### src/rtl/recip_arbiter.sv
// recip_arbiter: round-robin sharing of one pipelined reciprocal datapath among
// NREQ requesters. A tag pipeline tracks each issued operand so results are
// steered back to a per-requester holding register.
// Optional feature macro: RECIP_DIVZERO_EN (zero operands return 0x7FFFFFFF with rsp_dz set).
`timescale 1ns/1ps
module recip_arbiter #(
    parameter int unsigned NREQ = 4,
    parameter int unsigned LAT  = 6
) (
    input  logic                 clk,
    input  logic                 rst_n,
    input  logic [NREQ-1:0]      req_valid,
    output logic [NREQ-1:0]      req_ready,
    input  logic [NREQ*32-1:0]   req_data,
    output logic [NREQ-1:0]      rsp_valid,
    input  logic [NREQ-1:0]      rsp_ready,
    output logic [NREQ*32-1:0]   rsp_data,
    output logic [NREQ-1:0]      rsp_dz,
    output logic                 dp_valid_in,
    output logic [31:0]          dp_x,
    input  logic                 dp_valid_out,
    input  logic [31:0]          dp_y,
    output logic [3:0]           outstanding,
    output logic                 orphan_err
);
    localparam int unsigned DW = 32;
    localparam int unsigned IW = (NREQ > 1) ? $clog2(NREQ) : 1;
    localparam int unsigned OW = 4;
    localparam logic [DW-1:0] SAT_VAL = 32'h7FFF_FFFF;
`ifdef RECIP_DIVZERO_EN
    localparam bit DZ_EN = 1'b1;
`else
    localparam bit DZ_EN = 1'b0;
`endif

    typedef struct packed {
        logic          vld;
        logic [IW-1:0] idx;
        logic          dz;
    } tag_t;

    logic [NREQ-1:0]     busy;
    logic [IW-1:0]       ptr;
    logic [NREQ-1:0]     elig;
    logic [NREQ-1:0]     grant;
    logic                gnt_any;
    logic [IW-1:0]       gnt_idx;
    logic [IW-1:0]       cand;
    logic [DW-1:0]       gnt_data;
    tag_t                iss_tag;
    tag_t [LAT-1:0]      tag_q;
    tag_t                tag_last;
    logic [NREQ-1:0]     rsp_hs;
    logic                cap;
    logic [DW-1:0]       cap_data;
    logic [OW-1:0]       out_nxt;
    int                  out_sum;

    assign elig      = req_valid & ~busy;
    assign req_ready = grant & {NREQ{rst_n}};
    assign rsp_hs    = rsp_valid & rsp_ready;
    assign tag_last  = tag_q[LAT-1];
    assign cap       = dp_valid_out & tag_last.vld;
    assign cap_data  = tag_last.dz ? SAT_VAL : dp_y;
    assign dp_valid_in = iss_tag.vld;

    // Round-robin pick: pointer first, then increasing index modulo NREQ
    always_comb begin
        gnt_any  = 1'b0;
        gnt_idx  = '0;
        cand     = '0;
        grant    = '0;
        gnt_data = '0;
        for (int unsigned off = 0; off < NREQ; off++) begin
            cand = IW'((32'(ptr) + off) % NREQ);
            if (!gnt_any && elig[cand]) begin
                gnt_any = 1'b1;
                gnt_idx = cand;
            end
        end
        for (int unsigned i = 0; i < NREQ; i++) begin
            if (gnt_any && (gnt_idx == IW'(i))) begin
                grant[i] = 1'b1;
                gnt_data = req_data[i*DW +: DW];
            end
        end
    end

    // Saturating outstanding count: +1 per grant, -1 per response handshake
    always_comb begin
        out_sum = int'(outstanding) + (gnt_any ? 1 : 0) - int'($countones(rsp_hs));
        out_nxt = '0;
        if (out_sum > int'(NREQ)) begin
            out_nxt = OW'(NREQ);
        end else if (out_sum > 0) begin
            out_nxt = OW'(out_sum);
        end
    end

    // Busy bits, arbitration pointer and outstanding counter
    always_ff @(posedge clk or negedge rst_n) begin
        if (!rst_n) begin
            busy        <= '0;
            ptr         <= '0;
            outstanding <= '0;
        end else begin
            busy        <= (busy | grant) & ~rsp_hs;
            outstanding <= out_nxt;
            if (gnt_any) begin
                ptr <= IW'((32'(gnt_idx) + 1) % NREQ);
            end
        end
    end

    // Registered issue stage; dp_x holds its last operand when idle
    always_ff @(posedge clk or negedge rst_n) begin
        if (!rst_n) begin
            iss_tag <= '0;
            dp_x    <= '0;
        end else begin
            iss_tag.vld <= gnt_any;
            if (gnt_any) begin
                iss_tag.idx <= gnt_idx;
                iss_tag.dz  <= DZ_EN && (gnt_data == '0);
                dp_x        <= gnt_data;
            end
        end
    end

    // Tag pipeline aligned so its last stage coincides with dp_valid_out
    always_ff @(posedge clk or negedge rst_n) begin
        if (!rst_n) begin
            tag_q <= '0;
        end else begin
            tag_q[0] <= iss_tag;
            for (int unsigned s = 1; s < LAT; s++) begin
                tag_q[s] <= tag_q[s-1];
            end
        end
    end

    // Per-requester result holding registers
    always_ff @(posedge clk or negedge rst_n) begin
        if (!rst_n) begin
            rsp_valid <= '0;
            rsp_data  <= '0;
            rsp_dz    <= '0;
        end else begin
            for (int unsigned i = 0; i < NREQ; i++) begin
                if (cap && (tag_last.idx == IW'(i))) begin
                    rsp_valid[i]         <= 1'b1;
                    rsp_data[i*DW +: DW] <= cap_data;
                    rsp_dz[i]            <= tag_last.dz;
                end else if (rsp_hs[i]) begin
                    rsp_valid[i] <= 1'b0;
                end
            end
        end
    end

    // Sticky error for a datapath result with no matching tag
    always_ff @(posedge clk or negedge rst_n) begin
        if (!rst_n) begin
            orphan_err <= 1'b0;
        end else if (dp_valid_out && !tag_last.vld) begin
            orphan_err <= 1'b1;
        end
    end

endmodule

### config.mk
export PLATFORM = sky130hd
export DESIGN_NAME = recip_arbiter
export DESIGN_NICKNAME = d
export VERILOG_FILES = /design/src/rtl/recip_arbiter.sv
export SDC_FILE = /design/constraint.sdc
export NUM_CORES = 1
export LEC_CHECK = 0
export ABC_AREA = 1
export CAP_MARGIN = 40
export CORE_UTILIZATION = 46
export CTS_BUF_LIST = sky130_fd_sc_hd__clkbuf_4
export DETAILED_ROUTE_END_ITERATION = 7
export MAX_ROUTING_LAYER = met4
export PLACE_DENSITY = 0.88
export SLEW_MARGIN = 10
export SYNTH_ARGS = -nofsm -noshare
export SYNTH_HDL_FRONTEND = slang
export SYNTH_SLANG_ARGS = --single-unit
### constraint.sdc
create_clock -name clk -period 4.2 [get_ports clk]
set_clock_uncertainty 0.15 [all_clocks]
set_input_delay 0.84 -clock clk [delete_from_list [all_inputs] [get_ports clk]]
set_output_delay 0.84 -clock clk [all_outputs]
set_load 0.03 [all_outputs]
### Word-level counts from Yosys, hierarchy flattened

Index checks and enable logic that the tools add are counted.

| word-level totals | value |
|---|---|
| bits of input ports | 171 |
| output and inout port bits | 178 |
| word-level logic and storage cells | 113 |
| bits in registers | 196 |

| operators by class | value |
|---|---|
| bitwise operators | 8 |
| $lt $le $gt $ge | 6 |
| reduce and logical (&&, ||, !) cells | 22 |
| multiplexer cells | 35 |
| add/subtract/negate cells | 9 |
| eq/ne operators | 6 |

Operator list:

| operator | count |
|---|---|
| 2-to-1 mux 32 bit | 4 |
| 2-to-1 mux 1 bit | 21 |
| AND 4 bit | 4 |
| logical AND 1 bit | 12 |
| less-than comparator 2 x 3 -> 1 bit, second input constant | 4 |
| binary-select mux 1 bit (select 2 bit) | 4 |
| == test 2 bit, second input constant | 4 |
| 2-to-1 mux 2 bit | 4 |
| 2-to-1 mux 4 bit | 2 |
| NOT 4 bit | 2 |
| nonzero test 2 bit | 4 |
| greater-than comparator 6 x 1 -> 1 bit, second input constant | 1 |
| greater-than comparator 6 x 4 -> 1 bit, second input constant | 1 |
| subtractor 5 x 3 -> 6 bit | 1 |
| adder 4 x 1 -> 5 bit | 1 |
| adder 1 x 1 -> 2 bit | 2 |
| adder 2 x 1 -> 2 bit, second input constant | 2 |
| adder 2 bit, second input constant | 2 |
| == test 2 x 1 -> 1 bit, second input constant | 2 |
| logical NOT 1 bit | 4 |
| logical NOT 2 bit | 2 |
| OR 4 bit | 1 |
| adder 2 x 2 -> 3 bit | 1 |
| AND 1 bit | 1 |

### Depth between registers and ports, before layout

Gate-level depths: netlist (run 1).

| depth | value |
|---|---|
| depth after elaboration | 20 |
| gate-level depth with buffers | 22 |

### Least setup slack after synthesis (run 1)

OpenSTA, ideal clock, no wires.

| timing | value |
|---|---|
| kind | input port to flip-flop |
| start | input port req_valid[1] |
| end | register outstanding[1] |
| setup time | 0.088 ns |
| cell stages on the path | 18 |
| setup slack | 0.119 ns |
| path buffers | 2 |
| data arrival time | 3.843 ns |
| path through | nand3_1 nand2_1 nor2_2 nand3_4 buf_8 buf_4 fa_1 ha_1 inv_1 fa_1 inv_1 ha_1 inv_1 fa_1 inv_1 nor3_1 inv_1 nor3b_1 |

| between the ends | value |
|---|---|
| word-level cells in the longest chain between the ends | 19 |
| elaborated cells on any way between the ends | 26 |
| those cells by class | add/sub: 2; order compare: 2; mux: 15; bitwise: 1; reduce/logical: 6 |

RTL lines:

| item | RTL line | RTL |
|---|---|---|
| start, declared | 12 | `input logic [NREQ-1:0] req_valid,` |
| AND 4 bit (*) | 59 | `assign elig = req_valid & ~busy;` |
| binary-select mux 1 bit (select 2 bit) | 76 | `if (!gnt_any && elig[cand]) begin` |
| 2-to-1 mux 1 bit (implied by the code) | 76 |  |
| 2-to-1 mux 1 bit | 76 |  |
| logical NOT 1 bit | 76 |  |
| logical AND 1 bit | 76 |  |
| 2-to-1 mux 1 bit | 76 |  |
| logical NOT 1 bit | 76 |  |
| (+5 left out) | -- |  |
| named net gnt_any | 46 | `logic gnt_any;` |
| 2-to-1 mux 1 bit (*) | 91 | `out_sum = int'(outstanding) + (gnt_any ? 1 : 0) - int'($countones(rsp_hs));` |
| adder 4 x 1 -> 5 bit (*) | 91 |  |
| subtractor 5 x 3 -> 6 bit (*) | 91 |  |
| greater-than comparator 6 x 1 -> 1 bit | 95 | `end else if (out_sum > 0) begin` |
| 2-to-1 mux 4 bit | 95 |  |
| 2-to-1 mux 4 bit (*) | 93 | `if (out_sum > int'(NREQ)) begin` |
| named net out_nxt[1] | 56 | `logic [OW-1:0] out_nxt;` |
| end signal, assigned | 108 | `outstanding <= out_nxt;` |
| end, declared | 23 | `output logic [3:0] outstanding,` |

Mark *: on every way through the listed nets, which the timed path passes. The rest lies on a longest branch. The select of a mux whose other input is x is not followed.
A chain may end at the register's enable or synchronous reset.

### Final worst setup path (run 1)

| timing | value |
|---|---|
| start | input port req_valid[2] |
| end | output port req_ready[0] |

| between the ends | value |
|---|---|
| word-level cells in the longest chain between the ends | 17 |
| elaborated cells on any way between the ends | 27 |
| those cells by class | mux: 17; bitwise: 2; reduce/logical: 8 |

RTL lines:

| item | RTL line | RTL |
|---|---|---|
| AND 4 bit (*) | 59 |  |
| binary-select mux 1 bit (select 2 bit) | 76 |  |
| 2-to-1 mux 1 bit (implied by the code) | 76 |  |
| 2-to-1 mux 1 bit | 76 |  |
| logical NOT 1 bit | 76 |  |
| logical AND 1 bit | 76 |  |
| 2-to-1 mux 1 bit | 76 |  |
| logical NOT 1 bit | 76 |  |
| (+2 left out) | -- |  |
| logical NOT 1 bit | 76 |  |
| logical AND 1 bit | 76 |  |
| 2-to-1 mux 2 bit (*) | 76 |  |
| named net gnt_idx[1] | 47 | `logic [IW-1:0] gnt_idx;` |
| logical NOT 2 bit (*) | 82 | `if (gnt_any && (gnt_idx == IW'(i))) begin` |
| logical AND 1 bit (*) | 82 |  |
| 2-to-1 mux 1 bit (*) | 82 |  |
| AND 4 bit (*) | 60 | `assign req_ready = grant & {NREQ{rst_n}};` |
| end, declared | 13 | `output logic [NREQ-1:0] req_ready,` |

Marks and branches as above.

==> results of run 1 <==
==> cells in the final DEF, fill, tap and decap left out, types with 4 or more instances in the layout <==
cell | Yosys | routed
a21oi_1 | 18 | 18
buf_4 | 11 | 20
clkbuf_4 | 0 | 17
clkdlybuf4s50_1 | 0 | 339
clkinv_1 | 8 | 9
clkinv_8 | 0 | 6
conb_1 | 1 | 5
dfrtp_1 | 196 | 195
diode_2 | 0 | 5
fa_1 | 5 | 5
ha_1 | 8 | 8
inv_1 | 125 | 124
inv_2 | 6 | 6
nand2_1 | 385 | 384
nand2_2 | 4 | 5
nand3_1 | 83 | 80
nand3_2 | 3 | 6
nand3b_1 | 4 | 4
nand4_1 | 15 | 15
nor2_1 | 26 | 26
o21ai_0 | 141 | 140
==> flip-flops by register name, summed over array words and instances, names as in the netlist, 3 cells and up <==
name and cells:
outstanding 4, rsp_data 128, busy 4, tag_q 15, dp_x 32, tag_last 3, rsp_valid 4
==> worst max-delay path: stages <==
cell and delay (ns):
clkdlybuf4s50_1 0.50, nand2_1 0.08, o21ai_2 0.15, buf_4 0.13, nand2_1 0.07, nand2_2 0.08
nor2_1 0.05, a21boi_0 0.19, o21ai_1 0.10, nand2_1 0.09, nand2_1 0.09, inv_1 0.09
ha_1 0.16, nand2_1 0.09, nor2_1 0.15, buf_4 0.17
==> per-stage QoR <==
stage / TNS [ns] / cell area, sq um / utilization [%] / power, mW / hold slack [ns]
after floorplan: 0 / 9050 / - / 9.08 / 0.181
after global placement: -0.0499 / 12600 / 66.5 / 11.6 / 0.181
after detailed placement: -0.419 / 12600 / 66.5 / 11.9 / 0.185
after CTS: 0 / 12900 / 68.2 / 12.9 / 0.219
after global routing: 0 / 13000 / 68.3 / 14.0 / 0.223
final: 0 / 13000 / 68.3 / 12.9 / 0.210
==> timing repair <==
action | in CTS | in global routing
setup endpoints to repair | 0 | 2
gates resized for setup | 0 | 5
buffers inserted | 0 | 0
hold endpoints to repair | 0 | 0
==> cells by family after synthesis <==
kind of cell    Yosys count
flops                   196
simple gates            528
compound gates          164
buf+inv                 208
other cells               1
fa+ha+maj                13
==> routing by layer <==
metal,GRT usage (%),share of wire (%),vias up
li1,-,-,4095
met1,31.5,38,3964
met2,44.2,50,385
met3,5.92,8.2,68
met4,12.4,3.8,0
met5,-,0,-
==> power groups by stage <==
stage	Sequential (mW)	Clock (mW)	Combinational (mW)
after floorplan	4.62	0	4.46
after global placement	3.23	0	8.33
after detailed placement	3.27	0	8.59
after CTS	3.24	1.06	8.61
after global routing	3.33	1.15	9.49
final	3.24	1.03	8.60
==> final timing paths <==
path	startpoint	to	slack, ns	cells after the start
min reg2reg	tag_q[18]	tag_last[2]	0.21	0
min	tag_q[18]	tag_last[2]	0.21	0
max in group asynchronous	rst_n	rsp_data[52]	2.80	2
max reg2reg	ptr[0]	outstanding[1]	0.41	18
max	req_valid[2]	req_ready[0]	0.19	16
min in group asynchronous	rst_n	dp_x[28]	0.24	2
==> cell type report <==
cell class                 instances  area [sq um]
multi-input combinational        710          3280
timing repair buffer             362          3590
antenna                            5          12.5
clock inverter                    15           185
clock buffer                      17           128
inverter                         140           528
sequential                       196          4910
fill                            1516          6000
tap                              260           325
==> results.yml, run 1 <==
logic_synthesis:
  yosysTopAreaCellShare_pct: 54.3
  synth_top_area_cell: "dfrtp_1"
  yosysSeqAreaShare_pct: 54.3
  synth_xor_area_share_pct: 0
  synthFlopType: "dfrtp_1"
  synthAdderAreaFrac_pct: 2.22
  synth_area_sq_um: 9030
  synthTopCellsByCount: "nand2_1, dfrtp_1, o21ai_0"
  synth.most_common_cell: "nand2_1"
  ys_ff_latch: 196
  synth-simple-area-share_pct: 24.4
  yosysWarnings: 0
  async_flop_share_pct: 100
  synth_enable_flop_cells: 0
  synth_compound_area_share_pct: 9.20
  synth_top_family_by_area: "simple AND/OR/NAND/NOR gates"
  syn-instance-count: 1110
  synthMuxAreaShare_pct: 0
  ys_types: 33
  netlist_top_cells_area: "dfrtp_1, nand2_1, o21ai_0"
  syn_avg_cell_area_sq_um: 8.14
routing:
  drc: 0
  wire_per_inst_microns: 15.2
  dr_total_vias: 8512
  firstDrtPassIters: 5
  drt_iter0_drc: 524
  routed_wl_microns: 25900
  antenna_left: 0
  avgViaCountPerCell: 4.99
floorplan:
  start_util_pct: 47.7
  fp.coreArea_sq_um: 19000
  die_h_microns: 142
  dieArea_sq_um: 20200
  ios: 349
  row_count: 50
  die-width_microns: 142
placed_design:
  gp_congestion: 0.881
  dp_slack_ns: -0.264
  io_buffer_count: 344
  place_inst: 1668
  dp_hpwl_microns: 19200
clock_network:
  cts_max_path_buffers: 2
  cts_tree: "done"
  ctsHoldBuffers: 0
  cts_sinks: 196
  cts_root_buffer: "clkbuf_4"
  cts.clk_slew.worst_paths_ns: 0.17
  numCtsBuffers: 17
  cts_max_level: 4
  clk_latency_ns: 0.58
sta:
  finalMaxSlewViolations: 0
  period_needed_ns: 4.01
  rsz0062_at_grt: "no"
  slew_headroom_pct: 26.0
  period_share_pct: 95.6
  setup_viol: 0
  hold_violations: 0
  timing.fmax_ghz: 0.249
  setup_ws_ns: 0.186
  tightestPinTransition_ns: 1.11
global_routing:
  grt_max_degree: 197
  grt_overflow: 0
  grt_pass1_wl_microns: 40700
  grt_pass1_vias: 8139
  track_usage_pct: 26.9
  antenna_found_initial: 5
worst_setup_path:
  crit_fanout: 3
  worstSetupStartpointType: "input pin"
  crit_type: "input pin to output port"
  worstPathRequired_ns: 3.21
  cp_data_arrival_time_ns: 3.02
  end_kind: "output port"
power:
  p_sw_mw: 6.78
  pwr-share-seq_pct: 25.2
  total_leakage_power_nw: 6.41
  swShare_pct: 52.7
  clkPwrFrac_pct: 8.0
  power_density_nw_per_um2: 994
  intPower_mw: 6.09
  vdd_drop_max_uv: 874
  pwr-share-comb_pct: 66.8
layout:
  drive_gt1_share_pct: 5.56
  synthToLayoutAreaGrowth_pct: 43.3
  fin_nets: 1611
  fin_cells: 1705
status:
  status: "completed"
flow_run:
  cap_violations: 0
worst_hold_path:
  hp-class: "flip-flop to flip-flop"
(Power assumes the default switching activity.)
==> inputs of run 2 (changes only) <==
Settings changed: CTS_CLUSTER_DIAMETER set to 60.
==> results of run 2 <==
Same layout as run 1: the final DEF is identical, and so are final timing and power.
